## config.mk

```make
export PLATFORM = sky130hd
export DESIGN_NAME = connection_block_gen2_flat
export DESIGN_NICKNAME = d
export VERILOG_FILES = /design/src/rtl/connection_block_gen2_pkg.sv /design/src/rtl/connection_block_gen2_if.sv /design/src/rtl/connection_block_gen2_cfg_chain.sv /design/src/rtl/connection_block_gen2.sv /design/src/flat_wrapper.sv
export SDC_FILE = /design/constraint.sdc
export NUM_CORES = 1
export LEC_CHECK = 0
export CAP_MARGIN = 20
export CORE_MARGIN = 3
export CORE_UTILIZATION = 23
export DETAILED_ROUTE_END_ITERATION = 10
export HOLD_SLACK_MARGIN = 0.02
export SYNTH_ARGS = -nofsm -noshare
export SYNTH_HDL_FRONTEND = slang
export SYNTH_SLANG_ARGS = --single-unit
```

## constraint.sdc

```tcl
create_clock -name clk -period 3.7 [get_ports clk]
set_input_delay 0.555 -clock clk [delete_from_list [all_inputs] [get_ports clk]]
set_output_delay 0.555 -clock clk [all_outputs]
set_load 0.05 [all_outputs]
```

## src/rtl/connection_block_gen2_pkg.sv

```systemverilog
// ---------------------------------------------------------------------------
// cb_gen2_pkg
// Shared helpers for the parametrised connection block: a constant clog2 and
// the functions that place each configuration field inside the active word.
// Field layout, LSB first:
//   [input selects : NCLB*CLBIN x SELW]
//   [track selects : NT x OSELW]
//   [carry enables : NCLB*CARRY]
// ---------------------------------------------------------------------------
package cb_gen2_pkg;

   // Ceiling log2; clog2(1) = 0.
   function automatic int clog2(input int n);
      int r;
      r = 0;
      for (int v = n - 1; v > 0; v = v >> 1) begin
         r++;
      end
      return r;
   endfunction

   // Total track count over both sides, singles and doubles.
   function automatic int track_count(input int ws, input int wd);
      return 2 * (ws + wd);
   endfunction

   // Input selects start at bit 0.
   function automatic int in_sel_base();
      return 0;
   endfunction

   // Track-output selects follow the input selects.
   function automatic int out_sel_base(input int nclb, input int clbin, input int selw);
      return in_sel_base() + nclb * clbin * selw;
   endfunction

   // Carry enables follow the track-output selects.
   function automatic int carry_base(input int nclb, input int clbin, input int selw,
                                     input int nt, input int oselw);
      return out_sel_base(nclb, clbin, selw) + nt * oselw;
   endfunction

   // Full configuration frame length L.
   function automatic int cfg_len(input int nclb, input int clbin, input int selw,
                                  input int nt, input int oselw, input int carry);
      return carry_base(nclb, clbin, selw, nt, oselw) + nclb * carry;
   endfunction

endpackage

```

## src/rtl/connection_block_gen2_if.sv

```systemverilog
// ---------------------------------------------------------------------------
// connection_block_gen2_if
// Routing-side signals of one connection-block tile.
//   tracks_in   channel track values {double1,double0,single1,single0}
//   tracks_out  channel track drive
//   clb_output  CLB outputs, CLB i at slice i
//   clb_cout    CLB carry-outs
//   carry_in    carry arriving from the neighbouring tile
//   clb_input   CLB inputs
//   clb_cin     CLB carry-ins
//   carry_out   carry leaving the tile (carry-out of the last CLB)
// Modport slave is the block's view; master is the surrounding fabric.
// ---------------------------------------------------------------------------
interface connection_block_gen2_if #(
   parameter int WS     = 4,
   parameter int WD     = 8,
   parameter int NCLB   = 2,
   parameter int CLBIN  = 10,
   parameter int CLBOUT = 5,
   parameter int CARRY  = 1
);
   localparam int NT = 2 * (WS + WD);

   logic [NT-1:0]           tracks_in;
   logic [NT-1:0]           tracks_out;
   logic [NCLB*CLBOUT-1:0]  clb_output;
   logic [NCLB*CARRY-1:0]   clb_cout;
   logic [CARRY-1:0]        carry_in;
   logic [NCLB*CLBIN-1:0]   clb_input;
   logic [NCLB*CARRY-1:0]   clb_cin;
   logic [CARRY-1:0]        carry_out;

   modport slave (
      input  tracks_in, clb_output, clb_cout, carry_in,
      output tracks_out, clb_input, clb_cin, carry_out
   );

   modport master (
      output tracks_in, clb_output, clb_cout, carry_in,
      input  tracks_out, clb_input, clb_cin, carry_out
   );

endinterface

```

## src/rtl/connection_block_gen2_cfg_chain.sv

```systemverilog
// ---------------------------------------------------------------------------
// cb_cfg_chain
// Double-buffered configuration store.
//   clk       clock
//   rst       asynchronous active-low reset
//   cen       shift enable for the shadow chain
//   set_in    commit shadow to active (takes priority over cen)
//   shift_in  serial configuration in (enters at the MSB)
//   shift_out serial configuration out, shadow[0]
//   cfg_err   sticky: a commit arrived before L bits were shifted
//   active    committed configuration word
// The bit counter saturates at L, so an over-length load still commits and
// keeps only the most recent L bits.
// ---------------------------------------------------------------------------
module cb_cfg_chain
   import cb_gen2_pkg::*;
#(
   parameter int L = 198
) (
   input  logic         clk,
   input  logic         rst,
   input  logic         cen,
   input  logic         set_in,
   input  logic         shift_in,
   output logic         shift_out,
   output logic         cfg_err,
   output logic [L-1:0] active
);

   localparam int             CW   = clog2(L + 1);
   localparam logic [CW-1:0]  FULL = CW'(L);

   logic [L-1:0]  shadow_reg, shadow_next;
   logic [L-1:0]  active_reg, active_next;
   logic [CW-1:0] count_reg,  count_next;
   logic          cfg_err_reg, cfg_err_next;

   always_comb begin
      shadow_next  = shadow_reg;
      active_next  = active_reg;
      count_next   = count_reg;
      cfg_err_next = cfg_err_reg;
      if (set_in) begin
         // Every commit attempt restarts the count, accepted or not.
         count_next = '0;
         if (count_reg == FULL) begin
            active_next = shadow_reg;
         end else begin
            cfg_err_next = 1'b1;
         end
      end else if (cen) begin
         shadow_next = {shift_in, shadow_reg[L-1:1]};
         if (count_reg != FULL) begin
            count_next = count_reg + 1'b1;
         end
      end
   end

   always_ff @(posedge clk or negedge rst) begin
      if (!rst) begin
         shadow_reg  <= '0;
         active_reg  <= '0;
         count_reg   <= '0;
         cfg_err_reg <= 1'b0;
      end else begin
         shadow_reg  <= shadow_next;
         active_reg  <= active_next;
         count_reg   <= count_next;
         cfg_err_reg <= cfg_err_next;
      end
   end

   assign shift_out = shadow_reg[0];
   assign cfg_err   = cfg_err_reg;
   assign active    = active_reg;

endmodule

```

## src/rtl/connection_block_gen2.sv

```systemverilog
// ---------------------------------------------------------------------------
// connection_block_gen2
// Connection block serving NCLB logic blocks from one routing channel, with a
// carry chain threaded through the tile and a double-buffered serial config.
//   clk        clock
//   rst        asynchronous active-low reset
//   cen        config shift enable
//   set_in     commit shadow configuration
//   shift_in   config serial in
//   shift_out  config serial out
//   cfg_err    sticky under-length commit flag
//   bus        routing signals (connection_block_gen2_if.slave)
// All routing is combinational from the active word; REG_OUT=1 adds one
// register stage on clb_input only.
// ---------------------------------------------------------------------------
module connection_block_gen2
   import cb_gen2_pkg::*;
#(
   parameter int WS      = 4,
   parameter int WD      = 8,
   parameter int NCLB    = 2,
   parameter int CLBIN   = 10,
   parameter int CLBOUT  = 5,
   parameter int CARRY   = 1,
   parameter int REG_OUT = 0
) (
   input  logic clk,
   input  logic rst,
   input  logic cen,
   input  logic set_in,
   input  logic shift_in,
   output logic shift_out,
   output logic cfg_err,
   connection_block_gen2_if.slave bus
);

   localparam int NT         = track_count(WS, WD);
   localparam int NIN        = NCLB * CLBIN;
   localparam int NOUT       = NCLB * CLBOUT;
   localparam int SELW       = clog2(NT + 1);
   localparam int OSELW      = clog2(NOUT + 1);
   localparam int IN_BASE    = in_sel_base();
   localparam int OUT_BASE   = out_sel_base(NCLB, CLBIN, SELW);
   localparam int CARRY_BASE = carry_base(NCLB, CLBIN, SELW, NT, OSELW);
   localparam int L          = cfg_len(NCLB, CLBIN, SELW, NT, OSELW, CARRY);

   logic [L-1:0]   active;
   logic [NIN-1:0] clb_input_comb;

   cb_cfg_chain #(
      .L (L)
   ) u_cfg (
      .clk       (clk),
      .rst       (rst),
      .cen       (cen),
      .set_in    (set_in),
      .shift_in  (shift_in),
      .shift_out (shift_out),
      .cfg_err   (cfg_err),
      .active    (active)
   );

   // CLB input muxes: select 0 and selects beyond NT both give constant 0.
   for (genvar gi = 0; gi < NIN; gi++) begin : g_in
      logic [SELW-1:0] sel;
      logic            bit_val;

      assign sel = active[IN_BASE + gi*SELW +: SELW];

      always_comb begin
         bit_val = 1'b0;
         for (int k = 1; k <= NT; k++) begin
            if (sel == SELW'(k)) begin
               bit_val = bus.tracks_in[k-1];
            end
         end
      end

      assign clb_input_comb[gi] = bit_val;
   end

   // Track drivers: default is pass-through, so an unconfigured or
   // out-of-range select leaves the track untouched.
   for (genvar gi = 0; gi < NT; gi++) begin : g_trk
      logic [OSELW-1:0] sel;
      logic             bit_val;

      assign sel = active[OUT_BASE + gi*OSELW +: OSELW];

      always_comb begin
         bit_val = bus.tracks_in[gi];
         for (int k = 1; k <= NOUT; k++) begin
            if (sel == OSELW'(k)) begin
               bit_val = bus.clb_output[k-1];
            end
         end
      end

      assign bus.tracks_out[gi] = bit_val;
   end

   // Carry chain: CLB 0 takes the tile carry_in, CLB i takes CLB i-1's
   // carry-out, each gated by its enable bits.
   for (genvar gi = 0; gi < NCLB; gi++) begin : g_carry
      logic [CARRY-1:0] src;

      if (gi == 0) begin : g_first
         assign src = bus.carry_in;
      end else begin : g_chain
         assign src = bus.clb_cout[(gi-1)*CARRY +: CARRY];
      end

      assign bus.clb_cin[gi*CARRY +: CARRY] = src & active[CARRY_BASE + gi*CARRY +: CARRY];
   end

   assign bus.carry_out = bus.clb_cout[(NCLB-1)*CARRY +: CARRY];

   if (REG_OUT != 0) begin : g_reg_out
      logic [NIN-1:0] clb_input_reg;

      always_ff @(posedge clk or negedge rst) begin
         if (!rst) begin
            clb_input_reg <= '0;
         end else begin
            clb_input_reg <= clb_input_comb;
         end
      end

      assign bus.clb_input = clb_input_reg;
   end else begin : g_comb_out
      assign bus.clb_input = clb_input_comb;
   end

endmodule

```

## src/flat_wrapper.sv

```systemverilog
// flat-port wrapper written by rule: the top's interface ports become plain ports
module connection_block_gen2_flat import cb_gen2_pkg::*;
#(
   parameter int WS      = 4,
   parameter int WD      = 8,
   parameter int NCLB    = 2,
   parameter int CLBIN   = 10,
   parameter int CLBOUT  = 5,
   parameter int CARRY   = 1,
   parameter int REG_OUT = 0
)
  (clk, rst, cen, set_in, shift_in, shift_out, cfg_err, bus_tracks_in, bus_clb_output, bus_clb_cout, bus_carry_in, bus_tracks_out, bus_clb_input, bus_clb_cin, bus_carry_out);
  connection_block_gen2_if #(.WS(WS), .WD(WD), .NCLB(NCLB), .CLBIN(CLBIN), .CLBOUT(CLBOUT), .CARRY(CARRY)) bus_i ();
  input  logic clk;
  input  logic rst;
  input  logic cen;
  input  logic set_in;
  input  logic shift_in;
  output logic shift_out;
  output logic cfg_err;
  input wire logic [$bits(bus_i.tracks_in)-1:0] bus_tracks_in;
  input wire logic [$bits(bus_i.clb_output)-1:0] bus_clb_output;
  input wire logic [$bits(bus_i.clb_cout)-1:0] bus_clb_cout;
  input wire logic [$bits(bus_i.carry_in)-1:0] bus_carry_in;
  output wire logic [$bits(bus_i.tracks_out)-1:0] bus_tracks_out;
  output wire logic [$bits(bus_i.clb_input)-1:0] bus_clb_input;
  output wire logic [$bits(bus_i.clb_cin)-1:0] bus_clb_cin;
  output wire logic [$bits(bus_i.carry_out)-1:0] bus_carry_out;
  assign bus_i.tracks_in = bus_tracks_in;
  assign bus_i.clb_output = bus_clb_output;
  assign bus_i.clb_cout = bus_clb_cout;
  assign bus_i.carry_in = bus_carry_in;
  assign bus_tracks_out = bus_i.tracks_out;
  assign bus_clb_input = bus_i.clb_input;
  assign bus_clb_cin = bus_i.clb_cin;
  assign bus_carry_out = bus_i.carry_out;
  connection_block_gen2 #(.WS(WS), .WD(WD), .NCLB(NCLB), .CLBIN(CLBIN), .CLBOUT(CLBOUT), .CARRY(CARRY), .REG_OUT(REG_OUT)) u_core (.clk(clk), .rst(rst), .cen(cen), .set_in(set_in), .shift_in(shift_in), .shift_out(shift_out), .cfg_err(cfg_err), .bus(bus_i));
endmodule
```

# == Word level (Yosys, flattened, before mapping) ==
# Cells that the tools add are included.
# totals
regBits,405
latch_bits,0
ramBits,0
mem_bits_ro,0
in_bits,42
out_inout_bits,49
elab_cells,1460
mem_count,0
# classes
n_addsub,1
multipliers,0
div,0
order_cmp,0
n_eq_ne,722
shifts,0
muxes,723
n_bitwise,4
reduce_logical,6
# op_table
op,n
5-bit equality test (second input constant),180
5-bit by 4-bit equality test with 1-bit output (second input constant),160
1-bit 2-to-1 mux,720
5-bit by 3-bit equality test with 1-bit output (second input constant),80
4-bit by 3-bit equality test with 1-bit output (second input constant),96
4-bit equality test (second input constant),72
5-bit by 2-bit equality test with 1-bit output (second input constant),40
4-bit by 2-bit equality test with 1-bit output (second input constant),48
5-bit by 1-bit equality test with 1-bit output (second input constant),20
4-bit by 1-bit equality test with 1-bit output (second input constant),24
8-bit 2-to-1 mux,3
8-bit by 1-bit adder with 8-bit output (second input constant),1
8-bit equality test (second input constant),1
8-bit inequality test (second input constant),1
2-bit AND reduction,4
2-bit nonzero test,2
1-bit AND,2
1-bit inverter,2

# == Longest topological paths before layout ==
# Gate-level depths: netlist of the first run.
# logic_depth
ltp_word,25
depth_mapped,9
ltp_nobuf,8

# == By module ==
# A second synthesis of the first run with hierarchy kept.
# unflattened
hier_cells,2549
hier_area_um2,25901.1
# by_module_without_submodules
module,instances,cells_each,area_each_um2,seq_area_each_um2
cb_cfg_chain,1,885,15120.8,10134.7
connection_block_gen2,1,1664,10780.3,0.0

# == Least setup slack after synthesis of the first run ==
# Ideal clock, no wire load.
# synth_path
kind,input-to-output
start,input bus_tracks_in[5]
end,output bus_clb_input[8]
arrival_ns,2.041
t_required_ns,3.145
setup_slack_ns,1.104
path_stages,8
n_path_buf,3
cell_sequence,buf_2 -> buf_2 -> o22ai_1 -> a2111oi_2 -> a21oi_1 -> or3_1 -> a21oi_1 -> buf_4
# synth_via
elab_chain_cells,19
# synth_rtl
item,line,rtl
from (decl),flat_wrapper.sv:21,input wire logic [$bits(bus_i.tracks_in)-1:0] bus_tracks_in;
1-bit 2-to-1 mux (19 in a row),connection_block_gen2.sv:73,if (sel == SELW'(k)) begin
to (decl),flat_wrapper.sv:26,output wire logic [$bits(bus_i.clb_input)-1:0] bus_clb_input;
# Every way passes these cells.

# == Worst setup path after layout of the first run ==
# layout_path
start,input bus_tracks_in[3]
end,output bus_tracks_out[3]
# layout_via
elab_chain_cells,10
# layout_rtl
item,line,rtl
1-bit 2-to-1 mux (10 in a row),connection_block_gen2.sv:93,if (sel == OSELW'(k)) begin
to (decl),flat_wrapper.sv:25,output wire logic [$bits(bus_i.tracks_out)-1:0] bus_tracks_out;
# Every way passes these cells.

==> results of run 1 <==
[repair_timing]
| action | in CTS | in global routing |
|---|---|---|
| hold buffers | 1 | 0 |
| endpoints found under the hold margin | 69 | 0 |
| resized for setup | 3 | 6 |
| setup endpoints to repair | 2 | 4 |
| cloned | 0 | 0 |
[worst max-delay path, delay by kind of cell]
kind | cells | cell delay (ps)
AO/OA/AOI/OAI | 4 | 770
buffers and inverters | 4 | 1030
AND/OR/NAND/NOR | 2 | 640
[layout make-up]
type / count / share of cell area
diodes: 5 / 0.0004062
clock buffers: 67 / 0.04318
clock inverters: 17 / 0.007880
inverters: 61 / 0.007433
multi-input cells: 1887 / 0.4649
flip-flops and latches: 405 / 0.3291
well taps: 1488 / 0.06044
repair buffers: 209 / 0.08664
[routing by layer]
layer,global-route usage,share of wire
met5,0,0.00035
met4,0.03828,0.024
met3,0.02431,0.069
met2,0.2053,0.46
met1,0.1799,0.45
[worst paths after layout]
kind,to,slack [ps],depth (start not counted)
worst max-delay path,bus_tracks_out[3],120,10
worst min-delay path,u_core.u_cfg.cfg_err,460,1
worst max register to register,u_core.u_cfg.active[64],1300,6
worst min register to register,u_core.u_cfg.cfg_err,460,1
max in group asynchronous,u_core.u_cfg.active[82],1970,3
min in group asynchronous,u_core.u_cfg.shadow_reg[135],630,2
[cells in the mapped netlist (all sizes together) (24+ instances only)]
library cell	instances	area, um^2
buf	152	873.3
o22ai	46	287.8
clkbuf	143	536.8
mux2i	75	750.7
o221ai	24	210.2
nor2	164	615.6
nand2	130	488.0
nor3b	35	262.8
nor3	53	265.3
dfrtp	405	10130
a31oi	46	302.8
a211oi	25	187.7
nor2b	83	519.3
o211ai	36	270.3
nand2b	72	450.4
o21ai	136	680.7
a21oi	111	555.5
inv	59	221.5
nand3	50	250.2
mux2	431	4857
[logic make-up after synthesis]
logic type | Yosys count | synth area share
AO/OA/AOI/OAI | 631 | 0.1658
flip-flops | 405 | 0.3887
XOR/XNOR | 8 | 0.002688
multiplexers | 524 | 0.2309
adder cells (fa/ha/maj) | 2 | 0.0009596
buffers and inverters | 356 | 0.06287
AND/OR/NAND/NOR | 722 | 0.1481
[power by group through the flow]
stage               Sequential, mW  Clock, mW  Combinational [mW]
finish                        4.57       4.74                1.02
global route                  4.58       5.05                1.09
CTS                           4.57       4.86                1.03
detailed placement            4.65          0                1.03
global placement              4.65          0                1.02
floorplan                     4.63          0               0.484
[metrics by stage]
stage / hold slack [ps] / worst slack [ps] / TNS [ps] / cells / cell area [um^2]
after floorplan: 259.4 / 1104 / 0 / 2648 / 26070
after global placement: 442.5 / -214.1 / -326.4 / 4049 / 29210
after detailed placement: 451.7 / -218.5 / -307.7 / 4049 / 29210
after CTS: 466.5 / 55.67 / 0 / 4134 / 30790
after global routing: 488.2 / 7.095 / 0 / 4136 / 30800
final: 459.9 / 121.9 / 0 / 4139 / 30800
==> flow_metrics.py, run 1 <==
metrics = {
    "final_layout": {
        "postLayoutCoreUtil": 0.2761,
        "fillers": 11570,
        "drive_gt1_frac": 0.2714,
        "final_common_cell": "mux2_2",
        "multi_input_area_um2": 14320,
        "register_area_um2": 10140,
        "area_growth_syn_to_layout_pct": 18.15,
        "final_cell_mix": "mux2_2, dfrtp_1, nor2_1",
        "layout.nets": 2654,
    },
    "setup_path": {
        "required_ps": 3140,
        "crit_path_max_fanout": 20,
        "end_kind": "output port",
        "critPathMaxStageDelay_ps": 500,
        "cp.arrival_ps": 3020,
        "slowest_stage": "clkdlybuf4s50_1",
        "r2r_start": "u_core.u_cfg.count_reg[0]",
        "cp-start-kind": "input pin",
        "setup.worst_path.start": "bus_tracks_in[3]",
        "path_cells": "clkdlybuf4s50_1 > buf_12 > nor2b_1 > a31oi_1 > or2_2 > a31oi_1 > o32ai_1 > a221oi_1 > buf_4 > buf_12",
        "critPathKind": "input pin to output port",
    },
    "route": {
        "first_pass_iters": 7,
        "via_per_inst": 5.105,
        "drtIter0Drc": 1822,
        "vias": 21130,
        "post-route-drc-count": 0,
        "detail_route.wirelength_mm": 77.80,
        "wl_per_cell_um": 18.80,
        "ant_nets": 0,
    },
    "synthesis": {
        "yosys_register_bits": 405,
        "syn-cell-area_um2": 26070,
        "ys_async_sr_fraction": 1.000,
        "synth-edff-count": 0,
        "synth_warnings": 0,
        "syn_nets": 2692,
        "netlist_instances": 2648,
        "syn_avg_cell_area_um2": 9.846,
        "yosys_most_used_dff": "dfrtp_1",
        "synth-seq-area-share": 0.3887,
        "synth.distinct_cells": 88,
    },
    "power_and_ir_drop": {
        "seqPwrFrac": 0.443,
        "switching_power_mw": 2.609,
        "vdd_drop_max_mv": 0.3069,
        "p_clk_frac": 0.459,
        "power_density_nw_per_um2": 335.2,
        "finalPower_mw": 10.33,
        "swShare": 0.2527,
        "p_leak_nw": 12.64,
        "pwr-share-comb": 0.098,
        "internal-power_mw": 7.717,
    },
    "global_routing": {
        "antenna_found_initial": 7,
        "grt_pass1_vias": 20030,
        "globalRouteOverflowTotal": 0,
        "grt_max_degree": 113,
        "grtUsageTotal": 0.1299,
        "grt_pass1_wl_mm": 121.8,
    },
    "run_status": {
        "status": "finished, final reports clean",
    },
    "floorplanning": {
        "fp-row-count": 122,
        "dieArea_um2": 117400,
        "core-area_um2": 111600,
        "die_width_um": 342.7,
        "die_h_um": 342.7,
        "start_util": 0.2337,
        "num_io_pins": 91,
    },
    "hold_path": {
        "hp-start": "u_core.u_cfg.cfg_err",
        "hp-class": "flop to flop",
    },
    "timing": {
        "finClkSkew_ps": 41.50,
        "final_hold_viol_count": 0,
        "setup_viol": 0,
        "fmax_mhz": 279.5,
        "worst_pin_slew_ps": 763.1,
        "slew_headroom": 0.4913,
        "period_needed_ps": 3578,
        "fin_crit_sh": 0.9670,
        "rsz0062_at_grt": "no",
        "drv_slew": 0,
    },
    "clock_network": {
        "post_cts_buffers": 0,
        "root_buffer": "clkbuf_16",
        "clk_path_buf_depth": 3,
        "cts_tree": "done",
        "path_clk_slew_ps": 60,
        "cts_max_level": 2,
        "numClockSinks": 405,
        "clock_latency_ps": 610,
        "cts_buffers": 46,
    },
    "place": {
        "io_buffer_count": 88,
        "dp.final_hpwl_mm": 51.80,
        "place.gp.congestion": 0.8522,
    },
    "job": {
        "maxCapViolations": 0,
    },
}
(Power assumes the default switching activity.)
==> inputs of run 2 (changes only) <==
--- a/config.mk
+++ b/config.mk
@@ -6,6 +6,7 @@
 export NUM_CORES = 1
 export LEC_CHECK = 0
 export CAP_MARGIN = 20
+export CORE_ASPECT_RATIO = 1.5
 export CORE_MARGIN = 3
 export CORE_UTILIZATION = 23
 export DETAILED_ROUTE_END_ITERATION = 10
==> run 2 against run 1 <==
Clock power shrank 1%; total power shrank 0.64%; wire length is essentially flat; final area shrank 0.70%; cell count shrank 1.7%; via count is essentially flat; worst hold slack gained 2.7 ps; fmax shrank 0.18%; global-route usage is essentially flat.
==> flow_metrics.py, run 2 (synthesized netlist as in run 1, its figures left out) <==
metrics = {
    "timing": {
        "period_needed_ps": 3585,
        "rsz0062_at_grt": "no",
        "fin_crit_sh": 0.9688,
        "fmax_mhz": 279.0,
        "drv_slew": 0,
        "worst_pin_slew_ps": 1022,
        "slew_headroom": 0.3113,
        "final_hold_viol_count": 0,
        "setup_viol": 0,
        "finClkSkew_ps": 26.57,
    },
    "power_and_ir_drop": {
        "switching_power_mw": 2.495,
        "internal-power_mw": 7.765,
        "swShare": 0.2432,
        "seqPwrFrac": 0.446,
        "p_clk_frac": 0.457,
        "vdd_drop_max_mv": 0.2860,
        "p_leak_nw": 12.55,
        "pwr-share-comb": 0.098,
        "power_density_nw_per_um2": 335.4,
    },
    "setup_path": {
        "required_ps": 3140,
        "cp.arrival_ps": 3030,
        "rrSetupSlack_ps": 1500,
        "end_kind": "output port",
        "critPathKind": "flop to output port",
        "r2r-end": "u_core.u_cfg.active[19]",
        "r2r_cells": 7,
        "cp-start-kind": "flop",
        "r2r_start": "u_core.u_cfg.count_reg[0]",
        "crit_path_max_fanout": 16,
    },
    "place": {
        "post_dp_cell_area_um2": 29050,
        "dp.final_hpwl_mm": 52.80,
        "io_buffer_count": 88,
        "dp.cells": 3992,
        "place.gp.congestion": 0.8466,
    },
    "clock_network": {
        "cts_max_level": 2,
        "root_buffer": "clkbuf_16",
        "cts_tree": "done",
        "clk_path_buf_depth": 3,
        "clock_latency_ps": 590,
        "path_clk_slew_ps": 60,
        "post_cts_buffers": 0,
        "cts_buffers": 43,
        "numClockSinks": 405,
    },
    "floorplanning": {
        "dieArea_um2": 117500,
        "fp-row-count": 150,
        "die_width_um": 280.9,
        "die_h_um": 418.4,
        "core-area_um2": 112000,
        "start_util": 0.2327,
        "num_io_pins": 91,
    },
    "final_layout": {
        "fillers": 11540,
        "fin_area_um2": 30590,
        "final_common_cell": "mux2_2",
        "drive_gt1_frac": 0.2667,
        "area_growth_syn_to_layout_pct": 17.32,
        "final-instance-count-excl-fill": 4067,
        "final_cell_mix": "mux2_2, dfrtp_1, nor2_1",
        "register_area_um2": 10140,
        "layout.nets": 2638,
        "multi_input_area_um2": 14320,
    },
    "global_routing": {
        "grt_pass1_wl_mm": 120.6,
        "antenna_found_initial": 4,
        "grt_max_degree": 86,
        "grtUsageTotal": 0.1295,
        "grt_pass1_vias": 20070,
        "globalRouteOverflowTotal": 0,
    },
    "job": {
        "maxCapViolations": 0,
    },
    "hold_path": {
        "hold_depth": 1,
        "whs_endpoint": "u_core.u_cfg.cfg_err",
        "hp-start": "u_core.u_cfg.cfg_err",
        "hp-class": "flop to flop",
    },
    "run_status": {
        "status": "finished, final reports clean",
    },
    "route": {
        "detail_route.wirelength_mm": 77.73,
        "first_pass_iters": 6,
        "wl_per_cell_um": 19.11,
        "drtIter0Drc": 2046,
        "vias": 21110,
        "post-route-drc-count": 0,
        "via_per_inst": 5.191,
        "ant_nets": 0,
    },
}
==> run 2: final cells by class <==
cell class	instances	area share
multi-input combinational	1887	0.4682
sequential	405	0.3315
timing repair buffer	196	0.08422
tap	1444	0.05907
clock buffer	55	0.03927
clock inverter	17	0.01019
inverter	61	0.007486
antenna	2	0.0001636
==> run 2: worst max-delay path by stage <==
| stage | from | endpoint | depth (start not counted) |
|---|---|---|---|
| after detailed placement | bus_tracks_in[3] | bus_clb_input[15] | 10 |
| after floorplan | bus_tracks_in[5] | bus_clb_input[8] | 8 |
| after global routing | u_core.u_cfg.active[75] | bus_clb_input[15] | 8 |
| after CTS | u_core.u_cfg.active[66] | bus_clb_input[13] | 8 |
| final | u_core.u_cfg.active[76] | bus_clb_input[15] | 8 |
| after global placement | bus_tracks_in[3] | bus_clb_input[15] | 10 |
==> run 2: metrics by stage <==
step,setup TNS [ps],utilization,power (mW),setup WS [ps],hold slack (ps)
finish,0,0.2730,10.26,115.5,462.6
global placement,-18.49,0.2593,5.654,-18.49,439.6
floorplan,0,-,5.114,1104,259.4
global route,0,0.2730,10.67,10.60,494.7
CTS,0,0.2729,10.42,88.20,466.9
detailed placement,-17.59,0.2593,5.663,-17.59,453.3
==> run 2: worst max-delay path: stages (launching register included) <==
cell and delay, ps:
dfrtp_2 550, mux2_2 380, a221oi_1 230, a2111oi_0 120, a211o_1 300, a222oi_1 360, a41oi_1 150, buf_4 200
buf_12 140
==> run 2: metal layers <==
layer  vias to the layer above  GRT usage  part of all wire
li1                       9710          -                 -
met1                     10580     0.1668              0.43
met5                         -          0           0.00026
met4                         2    0.05529             0.039
met3                       165    0.01991             0.056
met2                       658     0.2148              0.48
==> run 2: power by group through the flow <==
stage	logic (mW)	clock network (mW)	registers [mW]
3_5_place_dp	1.01	0	4.65
3_3_place_gp	1.00	0	4.65
2_1_floorplan	0.484	0	4.63
6_report	1.00	4.68	4.57
4_1_cts	1.01	4.83	4.57
5_1_grt	1.08	5.01	4.58
==> run 2: what timing repair did <==
item | in CTS | in global routing
gates cloned | 0 | 0
endpoints found under the setup margin | 2 | 2
hold buffers | 1 | 0
endpoints found under the hold margin | 17 | 0
resized for setup | 3 | 2
==> inputs of run 3 (changes only) <==
--- a/config.mk
+++ b/config.mk
@@ -6,8 +6,8 @@
 export NUM_CORES = 1
 export LEC_CHECK = 0
 export CAP_MARGIN = 20
-export CORE_ASPECT_RATIO = 1.5
-export CORE_MARGIN = 3
+export CORE_ASPECT_RATIO = 1.1
+export CORE_MARGIN = 5
 export CORE_UTILIZATION = 23
 export DETAILED_ROUTE_END_ITERATION = 10
 export HOLD_SLACK_MARGIN = 0.02
==> run 3 against run 2 <==
First-iteration DRC count up 1.7%; wire length down 1.2%; non-clock buffer count up 3; largest power group unchanged; global-route usage down 0.59 points; largest cell class unchanged; critical path depth up 2; die area up 2.3%; via count up 0.48%; clock power up 8.1%.
==> flow_metrics.py, run 3 (synthesized netlist as in run 1, its figures left out) <==
metrics = {
    "clock_network": {
        "root_buffer": "clkbuf_16",
        "cts_tree": "done",
        "numClockSinks": 405,
        "cts_max_level": 2,
        "post_cts_buffers": 0,
        "path_clk_slew_ps": 60,
        "clock_latency_ps": 620,
        "cts_buffers": 48,
        "clk_path_buf_depth": 3,
    },
    "floorplanning": {
        "die_h_um": 363.1,
        "fp-row-count": 129,
        "core-area_um2": 112500,
        "start_util": 0.2318,
        "num_io_pins": 91,
        "die_width_um": 331.0,
        "dieArea_um2": 120200,
    },
    "route": {
        "detail_route.wirelength_mm": 76.82,
        "post-route-drc-count": 0,
        "wl_per_cell_um": 18.52,
        "via_per_inst": 5.115,
        "first_pass_iters": 6,
        "ant_nets": 0,
        "vias": 21210,
        "drtIter0Drc": 2080,
    },
    "global_routing": {
        "grt_pass1_vias": 20070,
        "grt_max_degree": 106,
        "globalRouteOverflowTotal": 0,
        "grt_pass1_wl_mm": 119.2,
        "grtUsageTotal": 0.1236,
        "antenna_found_initial": 3,
    },
    "hold_path": {
        "hp-class": "input pin to asynchronous set/reset pin",
    },
    "run_status": {
        "status": "finished, final reports clean",
    },
    "setup_path": {
        "critPathKind": "input pin to output port",
        "crit_path_max_fanout": 13,
        "cp.arrival_ps": 2990,
        "cp-start-kind": "input pin",
        "crit_buf_inv": 4,
        "path_cells": "clkdlybuf4s50_1 > buf_4 > nor2b_1 > a31oi_1 > o221a_2 > o21ai_1 > o221ai_1 > nor3_1 > buf_4 > buf_12",
        "slowest_stage": "clkdlybuf4s50_1",
        "cpMostUsedCell": "buf_4",
        "required_ps": 3140,
        "cp_top_family": "buffers and inverters",
        "end_kind": "output port",
        "critPathMaxStageDelay_ps": 560,
    },
    "final_layout": {
        "final_common_cell": "mux2_2",
        "final_cell_mix": "mux2_2, dfrtp_1, nor2_1",
        "drive_gt1_frac": 0.2722,
        "multi_input_area_um2": 14320,
        "register_area_um2": 10140,
        "area_growth_syn_to_layout_pct": 18.24,
        "layout.nets": 2646,
        "fin_area_um2": 30830,
        "antenna_cells": 0,
        "fillers": 11760,
    },
    "timing": {
        "period_needed_ps": 3549,
        "fin_crit_sh": 0.9593,
        "setup_slack_ps": 150.8,
        "rsz0062_at_grt": "no",
        "finClkSkew_ps": 73.36,
        "worst_pin_slew_ps": 792.4,
        "slew_headroom": 0.4662,
        "drv_slew": 0,
        "fmax_mhz": 281.8,
        "setup_viol": 0,
        "final_hold_viol_count": 0,
    },
    "power_and_ir_drop": {
        "power_density_nw_per_um2": 345.1,
        "vdd_drop_max_mv": 0.3296,
        "finalPower_mw": 10.64,
        "p_leak_nw": 12.64,
    },
    "place": {
        "post_dp_cell_area_um2": 29090,
        "dp.final_hpwl_mm": 50.75,
        "io_buffer_count": 88,
        "place_ws_ps": 4.847,
        "place.gp.congestion": 0.8608,
    },
    "job": {
        "maxCapViolations": 0,
    },
}
==> run 3: what timing repair did <==
item                                   4_1_cts  5_1_grt
hold buffers                                 1        0
setup endpoints to repair                    2        5
endpoints found under the hold margin       41        0
resized for setup                            2        6
==> run 3: layout make-up <==
class / count / area share
multi-input cells: 1887 / 0.4645
flip-flops and latches: 405 / 0.3289
repair buffers: 199 / 0.08243
well taps: 1506 / 0.06112
clock buffers: 64 / 0.04448
clock inverters: 25 / 0.01100
inverters: 61 / 0.007549
==> run 3: final timing paths <==
check                                                from                           end  slack [ps]  cells past startpoint
worst max register to register  u_core.u_cfg.count_reg[0]       u_core.u_cfg.active[66]        1520                      6
worst min register to register       u_core.u_cfg.cfg_err          u_core.u_cfg.cfg_err         460                      1
max in group asynchronous                             rst  u_core.u_cfg.shadow_reg[163]        2280                      3
min in group clk                     u_core.u_cfg.cfg_err          u_core.u_cfg.cfg_err         460                      1
worst max-delay path                     bus_tracks_in[7]             bus_tracks_out[7]         150                     10
worst min-delay path                                  rst       u_core.u_cfg.active[65]         460                      2
==> run 3: layer usage <==
layer,global-route usage,share of wire,wire (um)
met4,0.03585,0.030,2307
met3,0.02459,0.078,6013
met5,0,0.00033,25
met1,0.1729,0.44,33740
met2,0.1941,0.45,34740
==> run 3: per-stage QoR <==
step / hold WS, ps / util / setup TNS [ps] / cells
3_3_place_gp: 446.4 / 0.2586 / -89.58 / 4057
5_1_grt: 486.2 / 0.2740 / 0 / 4147
4_1_cts: 449.1 / 0.2739 / 0 / 4147
3_5_place_dp: 447.0 / 0.2586 / 0 / 4057
2_1_floorplan: 259.4 / - / 0 / 2648
6_report: 459.1 / 0.2740 / 0 / 4147
==> run 3: power by group <==
| group | total, mW | leakage [nW] | internal [mW] | switching [mW] |
|---|---|---|---|---|
| Sequential | 4.58 | 5.62 | 4.51 | 0.0642 |
| Combinational | 1.01 | 6.18 | 0.406 | 0.600 |
| Clock | 5.06 | 0.829 | 2.99 | 2.07 |
| Total | 10.6 | 12.6 | 7.91 | 2.73 |
==> run 3: worst reg2reg max path: stages (launching register included) <==
cell and delay, ps:
dfrtp_1 410, inv_1 60, ha_1 180, and4b_1 250
nand4_4 170, buf_12 460, mux2_2 530
